$ cat config.mk
export PLATFORM = sky130hd
export DESIGN_NAME = if_id_pipe
export DESIGN_NICKNAME = d
export VERILOG_FILES = /design/src/rtl/if_id_pkg.sv /design/src/rtl/if_id_lane_decode.sv /design/src/rtl/if_id_pipe.sv
export SDC_FILE = /design/constraint.sdc
export NUM_CORES = 1
export LEC_CHECK = 0
export BUFFER_PORTS_ARGS = -buffer_cell sky130_fd_sc_hd__buf_2
export CAP_MARGIN = 20
export CORE_MARGIN = 1.5
export CORE_UTILIZATION = 32
export CTS_CLUSTER_DIAMETER = 80
export DETAILED_ROUTE_END_ITERATION = 10
export SLEW_MARGIN = 20
export SYNTH_ARGS = -nofsm -noshare
export SYNTH_HDL_FRONTEND = slang
export SYNTH_SLANG_ARGS = --single-unit
$ cat constraint.sdc
create_clock -name clk -period 1.4 [get_ports clk]
set_clock_uncertainty 0.1 [all_clocks]
set_input_delay 0.14 -clock clk [delete_from_list [all_inputs] [get_ports clk]]
set_output_delay 0.14 -clock clk [all_outputs]
set_load 0.01 [all_outputs]
$ cat src/rtl/if_id_pkg.sv
// Shared instruction-field layout and stage types for the IF/ID pipeline register.
package if_id_pkg;

  localparam int INST_W = 32;

  localparam int OP_LSB  = 26;
  localparam int OP_W    = 6;
  localparam int RS_LSB  = 21;
  localparam int RT_LSB  = 16;
  localparam int RD_LSB  = 11;
  localparam int SA_LSB  = 6;
  localparam int REG_W   = 5;
  localparam int FN_LSB  = 0;
  localparam int FN_W    = 6;
  localparam int IMM_LSB = 0;
  localparam int IMM_W   = 16;
  localparam int TGT_LSB = 0;
  localparam int TGT_W   = 26;

  typedef struct packed {
    logic [OP_W-1:0]   opcode;
    logic [REG_W-1:0]  rs;
    logic [REG_W-1:0]  rt;
    logic [REG_W-1:0]  rd;
    logic [REG_W-1:0]  sa;
    logic [FN_W-1:0]   fn;
    logic [INST_W-1:0] imm;
    logic [TGT_W-1:0]  target;
  } lane_t;

  localparam int LANE_W = $bits(lane_t);

  typedef enum logic [1:0] {
    EMPTY = 2'd0,
    FULL  = 2'd1,
    SKID  = 2'd2
  } skid_state_t;

  function automatic logic [INST_W-1:0] ext_imm(input logic [IMM_W-1:0] imm, input logic sext);
    return sext ? {{(INST_W-IMM_W){imm[IMM_W-1]}}, imm} : {{(INST_W-IMM_W){1'b0}}, imm};
  endfunction

endpackage

$ cat src/rtl/if_id_lane_decode.sv
// Combinational split of one instruction word into its fields; a disabled lane decodes to all zeros.
module if_id_lane_decode
  import if_id_pkg::*;
#(
  parameter int IMM_SEXT = 1
) (
  input  logic [INST_W-1:0] inst,
  input  logic              en,
  output lane_t             fields
);

  always_comb begin
    fields = '0;
    if (en) begin
      fields.opcode = inst[OP_LSB +: OP_W];
      fields.rs     = inst[RS_LSB +: REG_W];
      fields.rt     = inst[RT_LSB +: REG_W];
      fields.rd     = inst[RD_LSB +: REG_W];
      fields.sa     = inst[SA_LSB +: REG_W];
      fields.fn     = inst[FN_LSB +: FN_W];
      fields.imm    = ext_imm(inst[IMM_LSB +: IMM_W], IMM_SEXT != 0);
      fields.target = inst[TGT_LSB +: TGT_W];
    end
  end

endmodule

$ cat src/rtl/if_id_pipe.sv
// IF/ID pipeline register: decodes a fetch bundle per lane and holds it for the decode stage, 1-cycle latency.
// Define IF_ID_SKID_EN for a 2-entry skid buffer with registered if_ready; default is a single stage.
module if_id_pipe
  import if_id_pkg::*;
#(
  parameter int LANES    = 2,
  parameter int ADDR_W   = 32,
  parameter int IMM_SEXT = 1
) (
  input  logic                      clk,
  input  logic                      rst,
  input  logic                      flush,
  input  logic                      if_valid,
  output logic                      if_ready,
  input  logic [ADDR_W-1:0]         if_pc,
  input  logic [LANES*INST_W-1:0]   if_inst,
  input  logic [LANES-1:0]          if_lane_mask,
  output logic                      id_valid,
  input  logic                      id_ready,
  output logic [ADDR_W-1:0]         id_pc,
  output logic [LANES-1:0]          id_lane_mask,
  output logic [LANES*OP_W-1:0]     id_opcode,
  output logic [LANES*REG_W-1:0]    id_rs,
  output logic [LANES*REG_W-1:0]    id_rt,
  output logic [LANES*REG_W-1:0]    id_rd,
  output logic [LANES*REG_W-1:0]    id_sa,
  output logic [LANES*FN_W-1:0]     id_fn,
  output logic [LANES*INST_W-1:0]   id_imm,
  output logic [LANES*TGT_W-1:0]    id_target
);

  localparam int ENT_W = ADDR_W + LANES + LANES*LANE_W;

  lane_t [LANES-1:0] dec;
  lane_t [LANES-1:0] out_lane;
  logic  [ENT_W-1:0] in_ent;
  logic  [ENT_W-1:0] main_q;
  logic              accept;

  for (genvar i = 0; i < LANES; i++) begin : g_lane
    if_id_lane_decode #(.IMM_SEXT(IMM_SEXT)) u_dec (
      .inst   (if_inst[i*INST_W +: INST_W]),
      .en     (if_lane_mask[i]),
      .fields (dec[i])
    );
    assign id_opcode[i*OP_W +: OP_W]     = out_lane[i].opcode;
    assign id_rs[i*REG_W +: REG_W]       = out_lane[i].rs;
    assign id_rt[i*REG_W +: REG_W]       = out_lane[i].rt;
    assign id_rd[i*REG_W +: REG_W]       = out_lane[i].rd;
    assign id_sa[i*REG_W +: REG_W]       = out_lane[i].sa;
    assign id_fn[i*FN_W +: FN_W]         = out_lane[i].fn;
    assign id_imm[i*INST_W +: INST_W]    = out_lane[i].imm;
    assign id_target[i*TGT_W +: TGT_W]   = out_lane[i].target;
  end

  assign in_ent = {if_pc, if_lane_mask, dec};
  assign {id_pc, id_lane_mask, out_lane} = main_q;
  assign accept = if_valid && if_ready;

`ifdef IF_ID_SKID_EN
  skid_state_t      state_q, state_d;
  logic [ENT_W-1:0] skid_q;
  logic             rdy_q;
  logic             load_main, load_skid, pop_skid;

  always_ff @(posedge clk) begin
    if (rst) state_q <= EMPTY;
    else     state_q <= state_d;
  end

  // A beat arriving while the output is stalled parks in the skid entry.
  always_comb begin
    state_d   = state_q;
    load_main = 1'b0;
    load_skid = 1'b0;
    pop_skid  = 1'b0;
    if (flush) begin
      state_d = EMPTY;
    end else begin
      case (state_q)
        EMPTY: if (accept) begin
          state_d   = FULL;
          load_main = 1'b1;
        end
        FULL: begin
          if (accept && id_ready) begin
            load_main = 1'b1;
          end else if (accept) begin
            state_d   = SKID;
            load_skid = 1'b1;
          end else if (id_ready) begin
            state_d = EMPTY;
          end
        end
        SKID: if (id_ready) begin
          state_d  = FULL;
          pop_skid = 1'b1;
        end
        default: state_d = EMPTY;
      endcase
    end
  end

  always_ff @(posedge clk) begin
    if (rst || flush) begin
      main_q <= '0;
      skid_q <= '0;
    end else begin
      if (load_skid) skid_q <= in_ent;
      if (pop_skid)       main_q <= skid_q;
      else if (load_main) main_q <= in_ent;
    end
  end

  always_ff @(posedge clk) begin
    if (rst) rdy_q <= 1'b1;
    else     rdy_q <= (state_d != SKID);
  end

  assign id_valid = (state_q != EMPTY);
  assign if_ready = rdy_q && !rst;
`else
  logic vld_q;

  always_ff @(posedge clk) begin
    if (rst || flush) begin
      vld_q  <= 1'b0;
      main_q <= '0;
    end else if (accept) begin
      vld_q  <= 1'b1;
      main_q <= in_ent;
    end else if (id_ready) begin
      vld_q <= 1'b0;
    end
  end

  assign id_valid = vld_q;
  assign if_ready = !rst && (!vld_q || id_ready);
`endif

endmodule

Word-level counts from Yosys, hierarchy flattened --
Index checks and enable logic that the tools add are counted.
Storage, ports and cells: register bits 215, bits in latches 0, bits in writable memories 0, bits in read-only memories 0, bits of input ports 103, output and inout port bits 216, word-level logic and storage cells 13, memories 0
Operators by class: $add $sub $neg 0, multipliers 0, divide/modulo/power cells 0, magnitude comparators 0, eq/ne operators 0, shifts and indexed selects 0, mux-type cells 4, bitwise gates (word level) 0, reduce and logical (&&, ||, !) cells 7
Operator list (number):
- $mux 90 | 2
- $logic_and 1x1->1 | 2
- $logic_not 1->1 | 2
- $logic_or 1x1->1 | 2
- $mux 1 | 2
- $reduce_bool 2->1 | 1

Depth between registers and ports, before layout --
word-level depth 5, gate-level depth with buffers 7

Modules after synthesis --
From an unflattened synthesis, not the netlist that was laid out.
Second synthesis, totals: cells, all modules 1119, area, all modules 10002.1 sq um
Modules (own cells, without submodules):
- if_id_pipe | times used 1, cells each 933, area each 8620.8 sq um, sequential area each 4304.1 sq um
- if_id_lane_decode | times used 2, cells each 93, area each 690.7 sq um, sequential area each 0.0 sq um

Worst setup path after synthesis --
No wires, ideal clock.
path kind reg2reg, from register vld_q (netlist: id_valid), to register main_q[73], library setup time 67 ps, arrival 1211 ps, data required time 1233 ps, path slack 22 ps, cell stages (with the launch flop) 8, path buffers 4, clock period less this slack 1378 ps, path through dfxtp_1 > nand2b_1 > buf_2 > and2_1 > buf_6 > buf_6 > buf_6 > o21ai_2
Between the ends: longest elaborated chain between the ends 4
RTL lines:
- from (decl) | line if_id_pipe.sv:123 | logic vld_q;
- from (signal assigned) | line if_id_pipe.sv:127 | vld_q <= 1'b0;
- from (signal assigned) | line if_id_pipe.sv:130 | vld_q <= 1'b1;
- from (signal assigned) | line if_id_pipe.sv:133 | vld_q <= 1'b0;
- $logic_not 1->1 | line if_id_pipe.sv:138 | assign if_ready = !rst && (!vld_q || id_ready);
- $logic_or 1x1->1 | line if_id_pipe.sv:138
- $logic_and 1x1->1 | line if_id_pipe.sv:138
- $logic_and 1x1->1 | line if_id_pipe.sv:58 | assign accept = if_valid && if_ready;
- to (signal assigned) | line if_id_pipe.sv:131 | main_q <= in_ent;
- to (decl) | line if_id_pipe.sv:37 | logic [ENT_W-1:0] main_q;
No other way between the ends. A chain may end at the register's enable or synchronous reset.

Final worst setup path --
from register vld_q (netlist: id_valid), to register main_q[207]
The elaborated chain is that of the path after synthesis.

==> metrics.yaml <==
status: "completed"
period_share: 0.922
die_width_um: 130
critical-path-max-stage-delay_ns: 0.34
numCtsBuffers: 9
max-clock-path-buffers: 2
route.detailed.drc: 0
clk_transition_reported_paths_ns: 0.07
die_area_um2: 16800
drv.max_cap_violation_count: 0
max_slew.worst_pin.slew_ns: 0.520
power.density_cell_area_nw_per_um2: 909
reg2reg_slack_ns: 0.11
post_synth_inst_count: 640
core-area_um2: 15800
post_synth_instance_area_um2: 5130
crit_path_start_kind: "register"
netlist-cell-type-count: 16
clock-root-buffer: "sky130_fd_sc_hd__clkbuf_16"
avgViaCountPerCell: 4.62
drt_first_iter_violations: 265
synthesis.area_per_instance_um2: 8.02
min_path_type: "primary input to register"
maxSlewHeadroom: 0.653
grt_setup_unrepaired: "no"
worst-endpoint-required_ns: 1.51
mostFrequentLayoutCells: "318 x sky130_fd_sc_hd__buf_2, 98 x sky130_fd_sc_hd__nand2_1, 98 x sky130_fd_sc_hd__nand4_1"
std_cell_rows: 46
final_net_count: 953
timing.critical_path.to_type: "register"
critical_path.max_fanout: 40
antenna_cells_inserted: 0
synthesis.nets: 743
buffer_ports.inserted: 318
critical-path-slowest-cell: "sky130_fd_sc_hd__dfxtp_2"
irDropWorstVdd_uv: 472
drt_pre_antenna_iters: 5
htree_num_levels: 3
wl_per_cell_um: 13.6
grt_pass1_wl_um: 21900
detailedPlacementHpwl_um: 9910
finalHoldViolations: 0
final_gp_congestion: 0.751
postRouteWirelength_um: 14600
critical_path_arrival_ns: 1.41
period_minus_slack_ns: 1.29
crit_path_cell_trace: "nand2b_4, and2_4, buf_12, o21ai_0"
grt_pass1_vias: 4210
grt_remaining_overflow: 0
clock_sink_count: 99
pin_count_of_the_biggest_net_entering_global_routing: 45
postSynthRegisterBits: 99
dr_total_vias: 4940
endpoint_of_the_worst_slack_reg_to_reg_timing_path: "main_q[207]"
number_of_pins_with_negative_max_slew_slack_in_the_final_report: 0
drt.antenna.violating_nets: 0
setup_total_negative_slack_ns: 0
drive_above_1_share: 0.450
timing_endpoint_of_the_critical_path: "main_q[207]"
final-setup-viol-count: 0
synth_warnings: 0
total_track_usage: 0.164
clk_latency_ns: 0.34
area_growth_pct: 33.0
filler_cell_count: 1644
yosysSeqAreaShare: 0.386
ioPinCount: 319
crit_path_start: "id_valid"
initial_utilization: 0.325
total_power_mw: 6.20
r2r_cells: 4
final_common_cell: "sky130_fd_sc_hd__buf_2"
cts_tree: "built"
antenna_found_initial: 0
chipHeight_um: 130
leakage_nw: 3.33
criticalPathCategory: "register to register"
timing.fmax_ghz: 0.775
r2r_start: "id_valid"
==> metal layers <==
layer | track usage | vias up | wire [µm]
li1 | - | 2493 | -
met1 | 0.217 | 2234 | 6560
met2 | 0.263 | 200 | 6920
met3 | 0.0297 | 13 | 885
met4 | 0.0686 | 0 | 225
met5 | 0 | - | 0
==> sequential cells by signal, indices dropped and copies added, names as in the netlist <==
register,cells
id_valid,1
main_q,98
==> logic make-up (layout without fill, tap and decap cells) <==
group / count (synthesis) / after routing / synth area share
simple gates: 266 / 266 / 0.276
buf+inv: 176 / 390 / 0.226
compound gates: 99 / 99 / 0.112
flops: 99 / 99 / 0.386
==> timing repair <==
action                                  in CTS  in global routing
gates resized for setup                      3                  2
hold buffers                                33                  0
setup buffers                                0                  0
hold endpoints to repair                    33                  0
endpoints found under the setup margin      39                  1
==> critical path, delay by kind of cell (launching register included) <==
kind	cells	cell delay [ns]
buffers and inverters	1	0.21
and+or+nand+nor	2	0.35
AOI/OAI and AO/OA	1	0.13
DFF	1	0.34
==> cells in the mapped netlist, drive strengths merged <==
cell	n	area share
nand2b	1	0.0012
o21a	1	0.0015
nor2b	2	0.0024
nand2	98	0.072
nand4	98	0.12
nor2	2	0.0020
clkbuf	41	0.032
dfxtp	99	0.39
buf	135	0.19
and2	65	0.079
o21ai	98	0.11
==> how the worst min path moves through the flow <==
stage           startpoint          end  slack (ns)  depth (start not counted)
6_report       if_inst[43]  main_q[159]        0.05                          4
5_1_grt        if_inst[53]  main_q[169]        0.06                          4
4_1_cts           id_ready     id_valid        0.03                          3
3_5_place_dp     if_pc[31]  main_q[213]        0.28                          3
3_3_place_gp     if_pc[19]  main_q[201]        0.27                          3
2_1_floorplan     if_valid     id_valid        0.16                          1
==> area by class of cell <==
class,count,area [µm²],share of cell area
flip-flops and latches,99,1990,0.291
well taps,216,270,0.0396
multi-input cells,365,2020,0.296
clock inverters,4,51.3,0.00752
repair buffers,375,2250,0.330
clock buffers,11,243,0.0356
==> stage by stage <==
stage | cells | area [µm²] | hold slack, ns | utilization | worst slack, ns
floorplan | 640 | 5130 | 0.164 | - | 0.0219
global placement | 1022 | 6190 | 0.269 | 0.392 | 0.0974
detailed placement | 1022 | 6190 | 0.276 | 0.392 | 0.0723
CTS | 1070 | 6820 | 0.0311 | 0.432 | 0.0104
global route | 1070 | 6820 | 0.0579 | 0.433 | 0.0249
finish | 1070 | 6820 | 0.0509 | 0.433 | 0.109
==> report_power, final <==
part	total (mW)	internal (mW)	switching [mW]
registers	2.90	2.86	0.0353
logic	0.805	0.387	0.419
clock network	2.50	1.43	1.07
(Power assumes the default switching activity.)
